[src/rtl/hb_interp_tx.sv]
// 2x half-band interpolator: each 10-bit input yields an FIR-phase and a center-phase 18-bit sample.
// Latency: FIR-phase output valid 1 cycle after accept, center-phase output 2 cycles after accept.
// Backpressure: in_ready drops for the cycle after each accept; there is no output backpressure.
module hb_interp_tx #(
   parameter int C_CENTER = 256,
   parameter int C1       = 144,
   parameter int C3       = -16
) (
   input  logic        clk,
   input  logic        rst,
   input  logic [9:0]  in_tx,
   input  logic        in_valid,
   output logic        in_ready,
   output logic [17:0] out_tx,
   output logic        out_valid,
   output logic        out_phase
);

   typedef enum logic [1:0] {
      S_IDLE = 2'd0,
      S_FIR  = 2'd1,
      S_CTR  = 2'd2
   } state_t;

   localparam logic signed [21:0] K_CTR = 22'(C_CENTER);
   localparam logic signed [21:0] K_1   = 22'(C1);
   localparam logic signed [21:0] K_3   = 22'(C3);

   state_t             state;
   state_t             state_nxt;
   logic               acc;
   logic               load_fir;
   logic               load_ctr;
   logic               vld_nxt;
   logic [9:0]         d0;
   logic [9:0]         d1;
   logic [9:0]         d2;
   logic [17:0]        hold;
   logic signed [21:0] x_e;
   logic signed [21:0] d0_e;
   logic signed [21:0] d1_e;
   logic signed [21:0] d2_e;
   logic signed [21:0] fir_acc;
   logic signed [21:0] ctr_acc;

   // Clamp a wide signed accumulator into the 18-bit signed output range.
   function automatic logic [17:0] sat18(input logic signed [21:0] v);
      if (v > 22'sd131071) begin
         return 18'h1FFFF;
      end else if (v < -22'sd131072) begin
         return 18'h20000;
      end else begin
         return v[17:0];
      end
   endfunction

   assign in_ready = (state != S_FIR);
   assign acc      = in_valid & in_ready;

   // Sign-extend the new sample and the taps; products use the pre-shift tap values.
   assign x_e     = 22'($signed(in_tx));
   assign d0_e    = 22'($signed(d0));
   assign d1_e    = 22'($signed(d1));
   assign d2_e    = 22'($signed(d2));
   assign fir_acc = (K_3 * x_e) + (K_1 * d0_e) + (K_1 * d1_e) + (K_3 * d2_e);
   assign ctr_acc = K_CTR * d0_e;

   // State register.
   always_ff @(posedge clk or posedge rst) begin
      if (rst) begin
         state <= S_IDLE;
      end else begin
         state <= state_nxt;
      end
   end

   // Next state and output-load decode; a pair is always completed before going idle.
   always_comb begin
      state_nxt = state;
      load_fir  = 1'b0;
      load_ctr  = 1'b0;
      vld_nxt   = 1'b0;
      case (state)
         S_IDLE, S_CTR: begin
            if (acc) begin
               load_fir  = 1'b1;
               vld_nxt   = 1'b1;
               state_nxt = S_FIR;
            end else begin
               state_nxt = S_IDLE;
            end
         end
         S_FIR: begin
            load_ctr  = 1'b1;
            vld_nxt   = 1'b1;
            state_nxt = S_CTR;
         end
         default: begin
            state_nxt = S_IDLE;
         end
      endcase
   end

   // Delay line shift and center-phase capture on each accepted sample.
   always_ff @(posedge clk or posedge rst) begin
      if (rst) begin
         d0   <= '0;
         d1   <= '0;
         d2   <= '0;
         hold <= '0;
      end else if (acc) begin
         d0   <= in_tx;
         d1   <= d0;
         d2   <= d1;
         hold <= sat18(ctr_acc);
      end
   end

   // Registered outputs; data and phase hold their last values while out_valid is low.
   always_ff @(posedge clk or posedge rst) begin
      if (rst) begin
         out_tx    <= '0;
         out_phase <= 1'b0;
         out_valid <= 1'b0;
      end else begin
         out_valid <= vld_nxt;
         if (load_fir) begin
            out_tx    <= sat18(fir_acc);
            out_phase <= 1'b0;
         end else if (load_ctr) begin
            out_tx    <= hold;
            out_phase <= 1'b1;
         end
      end
   end

endmodule

[config.mk]
export PLATFORM = sky130hd
export DESIGN_NAME = hb_interp_tx
export DESIGN_NICKNAME = d
export VERILOG_FILES = /design/src/rtl/hb_interp_tx.sv
export SDC_FILE = /design/constraint.sdc
export NUM_CORES = 1
export LEC_CHECK = 0
export ABC_AREA = 0
export CELL_PAD_IN_SITES_DETAIL_PLACEMENT = 2
export CELL_PAD_IN_SITES_GLOBAL_PLACEMENT = 2
export CORE_MARGIN = 1.5
export CORE_UTILIZATION = 42
export DETAILED_ROUTE_END_ITERATION = 10
export PLACE_DENSITY_LB_ADDON = 0.1
export SLEW_MARGIN = 20
export SYNTH_ARGS = -nofsm -noshare
export SYNTH_HDL_FRONTEND = slang
export SYNTH_SLANG_ARGS = --single-unit
[constraint.sdc]
create_clock -name clk -period 11.2 [get_ports clk]
set_input_delay 1.12 -clock clk [delete_from_list [all_inputs] [get_ports clk]]
set_output_delay 1.12 -clock clk [all_outputs]
set_load 0.02 [all_outputs]
After elaboration in Yosys (flattened, before gate mapping):

Index checks and enable logic that the tools add are counted.

* $add $sub $neg: 5
* multiply operators: 2
* divide/modulo/power cells: 0
* $lt $le $gt $ge: 4
* equality and inequality tests: 3
* shift-type cells: 0
* mux-type cells: 14
* bitwise operators: 1
* reductions and logical operators: 3

Operators by type and width (number)
* $mux W18: 6
* $add A22 B19 Y22: 2
* $neg A10 Y18: 2
* $mul A5 B10 Y15 const A: 2
* $add A22 B22 Y22: 1
* $gt A22 B18 Y1 const B: 1
* $lt A22 B18 Y1 const B: 1
* $gt A18 B18 Y1 const B: 1
* $lt A18 B18 Y1 const B: 1
* $mux W1: 6
* $pmux W2 S2: 1
* $eq A2 B1 Y1 const B: 1
* $eq A2 B2 Y1 const B: 1
* $logic_not A2 Y1: 1
* $ne A2 B1 Y1 const B: 1
* $pmux W1 S2: 1
* $reduce_bool A2 Y1: 1
* $reduce_or A2 Y1: 1
* $and A1 B1 Y1: 1

* bits in registers: 70
* latch bits: 0
* bits in writable memories: 0
* bits in read-only memories: 0
* input port bits: 13
* output and inout bits: 21
* word-level logic and storage cells: 40
* memories: 0

Depth between registers and ports, before layout:

* word-level depth: 8
* mapped depth: 25
* depth with buffers taken out: 23

Least setup slack after synthesis:

OpenSTA, ideal clock, no wires.

* path type: reg2reg
* from: register d0[1]
* to: register out_tx[7]
* library setup time: 0.134 ns
* arrival time: 5.317 ns
* data required time: 11.066 ns
* slack: 5.749 ns
* cell stages (with the launch flop): 23
* path buffers: 0
* period minus slack after synthesis: 5.451 ns
* path through: dfrtp_1 ha_1 ha_1 fa_1 a211oi_1 o21ai_1 a31oi_1 nor2b_1 xnor2_1 xnor2_1 ha_1 inv_1 fa_1 inv_1 ha_1 and3_1 a21oi_1 o21ai_0 a211oi_1 xnor2_2 xnor2_4 a21oi_2 a21oi_1

* cells in the longest elaborated chain, start to end: 8
* elaborated cells between the ends (all ways): 9
* those cells by class: add/sub (3); mul (1); order compare (2); mux (3)

RTL lines
* from (decl): line 35 `logic [9:0] d0;`
* from (signal assigned): line 112 `d0 <= in_tx;`
* $mul A5 B10 Y15 *: line 65 `assign fir_acc = (K_3 * x_e) + (K_1 * d0_e) + (K_1 * d1_e) + (K_3 * d2_e);`
* $add A22 B19 Y22 * (2 in a row): line 65
* $add A22 B22 Y22 *: line 65
* $lt A22 B18 Y1: line 50 `end else if (v < -22'sd131072) begin`
* $mux W18: line 50
* $mux W18 *: line 48 `if (v > 22'sd131071) begin`
* $mux W18 *: line 127 `if (load_fir) begin`
* to (signal assigned): line 128 `out_tx <= sat18(fir_acc);`
* to (signal assigned): line 131 `out_tx <= hold;`
* to (decl): line 14 `output logic [17:0] out_tx,`

Mark *: on every way between the ends. The rest lies on a longest branch, timed or not.
A chain may end at the register's enable or synchronous reset.

Final worst setup path:

* from: register d0[4]
* to: register out_tx[8]

The elaborated chain is that of the path after synthesis.

==> impl_metrics.json <==
{
  "status": "complete, but fails checks",
  "violations": "design-rule violations",
  "gp_congestion": 0.853,
  "synth_area_per_cell_um2": 9.47,
  "clock_latency_ns": 0.30,
  "grt_antenna_before_repair": 0,
  "clkSlewWorstSetupHoldPaths_ns": 0.07,
  "cts_setup_buffers": 0,
  "die_w_um": 112,
  "cts_tree": "done",
  "arrival_ns": 6.79,
  "cts-root-buf": "clkbuf_16",
  "finalSetupTns_ns": 0,
  "netlist_area_um2": 5020,
  "rows": 39,
  "synthDistinctLibCells": 52,
  "drt_wl_total_mm": 14.4,
  "fin_skew_ns": 0.0140,
  "wl_per_cell_um": 20.6,
  "yosysTopAreaCell": "dfrtp_1",
  "die_area_um2": 12600,
  "syn_inst": 530,
  "worst_setup_path_start_kind": "flop",
  "yosysWarnings": 0,
  "grt_pass1_vias": 4608,
  "grt_pass1_wl_mm": 24.4,
  "finish.net_count": 658,
  "overflow": 0,
  "ys_ff_latch": 49,
  "h-tree-depth": 2,
  "holdCritPathClass": "flop to flop",
  "hold_buffers": 0,
  "cts.path.max_buffers": 2,
  "ys_top_cells_by_area": "dfrtp_1 (24%), ha_1 (14%), fa_1 (13%)",
  "fmax_ghz": 0.152,
  "via_per_inst": 5.56,
  "grt_max_degree": 50,
  "end_kind": "flop",
  "maxSlewViolCount": 0,
  "r2r_slack_ns": 4.61,
  "num_antenna_cells": 0,
  "period_share_pct": 58.9,
  "drive_above_1_share_pct": 8.62,
  "min_period_ns": 6.59,
  "fillCellCount": 1272,
  "finalHoldViolations": 0,
  "start_util_pct": 43.6,
  "firstDrtPassIters": 9,
  "place_hpwl_mm": 11.8,
  "cts_made_buffers": 5,
  "rsz0062_at_grt": "false",
  "path_max_fanout": 17,
  "ant_nets": 0,
  "post_cts_resized": 0,
  "crit_type": "flop to flop",
  "synth_ff_type": "dfrtp_1",
  "synth_common_cells": "inv_1 (68), ha_1 (56), dfrtp_1 (49)",
  "grt_util_all_layers_pct": 24.6,
  "cp.required_ns": 11.39,
  "max-slew-margin-rel_pct": 40.0,
  "via_count": 3893,
  "ys_seq_area_share_pct": 24.4,
  "port_buffers": 33,
  "setup_viol": 0,
  "route.detailed.drc": 2,
  "yosys.cell_count.top_type": "inv_1",
  "syn-num-nets": 632,
  "async_reset_ff_share_pct": 100,
  "drtIter0Drc": 95,
  "cap_violations": 0,
  "coreArea_um2": 11500,
  "tightest_slew_ns": 0.899,
  "die_h_um": 112,
  "synth-edff-count": 0,
  "io_pins": 34,
  "netlist.area_leader.share_pct": 24.4,
  "area_growth_pct": 12.3,
  "cts.sinks": 49
}
-- metrics by stage --
stage	worst slack, ns	hold WS, ns	instances	util [%]	cell area (µm²)
floorplan	5.75	0.478	530	-	5020
global placement	4.79	0.462	692	47.5	5470
detailed placement	4.47	0.476	692	47.5	5470
CTS	4.51	0.494	700	48.9	5640
global route	4.12	0.535	700	48.9	5640
finish	4.61	0.484	700	48.9	5640
-- cell usage in the layout (no fill, tap or decap), types with 2 or more instances in the layout --
cell / n
a211oi_1: 6
a21o_1: 8
a21oi_1: 29
a31oi_1: 2
a32oi_1: 9
and3_1: 3
buf_4: 2
clkbuf_16: 5
clkdlybuf4s50_1: 33
clkinv_2: 2
dfrtp_1: 49
fa_1: 33
ha_1: 56
inv_1: 67
mux2_2: 24
nand2_1: 47
nand2b_1: 6
nand3_1: 7
nor2_1: 23
nor2b_1: 5
nor3_1: 9
nor4_1: 2
o211ai_1: 7
o21ai_0: 20
o21ai_1: 16
o21bai_1: 9
or3_1: 3
xnor2_1: 28
xnor2_2: 2
xor2_1: 21
-- registers in the layout, indices dropped and copies added, names as in the netlist --
register and flops:
out_tx 15, d0 10, d1 10, d2 10
state 2, out_phase 1, out_valid 1
-- layout make-up --
| cell class | instances | area (µm²) | area share, % |
|---|---|---|---|
| Multi-Input combinational cell | 397 | 3460 | 61.4 |
| Sequential cell | 49 | 1230 | 21.8 |
| Timing Repair Buffer | 35 | 345 | 6.13 |
| Inverter | 68 | 256 | 4.55 |
| Tap cell | 143 | 179 | 3.17 |
| Clock buffer | 5 | 125 | 2.22 |
| Clock inverter | 3 | 43.8 | 0.777 |
-- per-layer routing --
layer	global-route usage, %	up-vias	wire length, µm
met5	0	-	0
met3	2.75	20	492
met4	4.73	0	231
met1	31.0	1953	6140
li1	-	1851	-
met2	45.9	69	7530
-- path summary, 6_finish.rpt --
path                            from          to  cells past startpoint
max                            d0[4]   out_tx[8]                     22
min                        out_phase   out_phase                      2
max reg2reg                    d0[4]   out_tx[8]                     22
min reg2reg                out_phase   out_phase                      2
max in group asynchronous        rst  out_tx[14]                      2
min in group asynchronous        rst   out_tx[6]                      2
-- cell families (layout without fill, tap and decap cells) --
logic type	after synthesis	in the layout	synth area share [%]
AO/OA/AOI/OAI	117	117	15.5
AND/OR/NAND/NOR	114	114	11.0
adder cells (fa/ha/maj)	89	89	27.1
buffers and inverters	84	111	6.65
XOR/XNOR	52	52	9.74
flip-flops	49	49	24.4
multiplexers	25	25	5.58
-- worst max-delay path, stage by stage, from the launching register on --
cell,delay [ns]
dfrtp_1,0.45
ha_1,0.32
ha_1,0.24
fa_1,0.45
a211oi_1,0.39
o21ai_1,0.14
a31oi_1,0.26
nor2b_1,0.09
xnor2_1,0.70
xnor2_1,0.14
ha_1,0.31
inv_1,0.06
fa_1,0.55
inv_1,0.05
ha_1,0.36
and3_1,0.23
a21oi_1,0.14
o21ai_0,0.12
a211oi_1,0.39
xnor2_2,0.18
xnor2_4,0.45
a21oi_2,0.24
a32oi_1,0.24
Power is not shown: default switching activity piles up to over one toggle a cycle in this logic, so the estimate is an artifact.
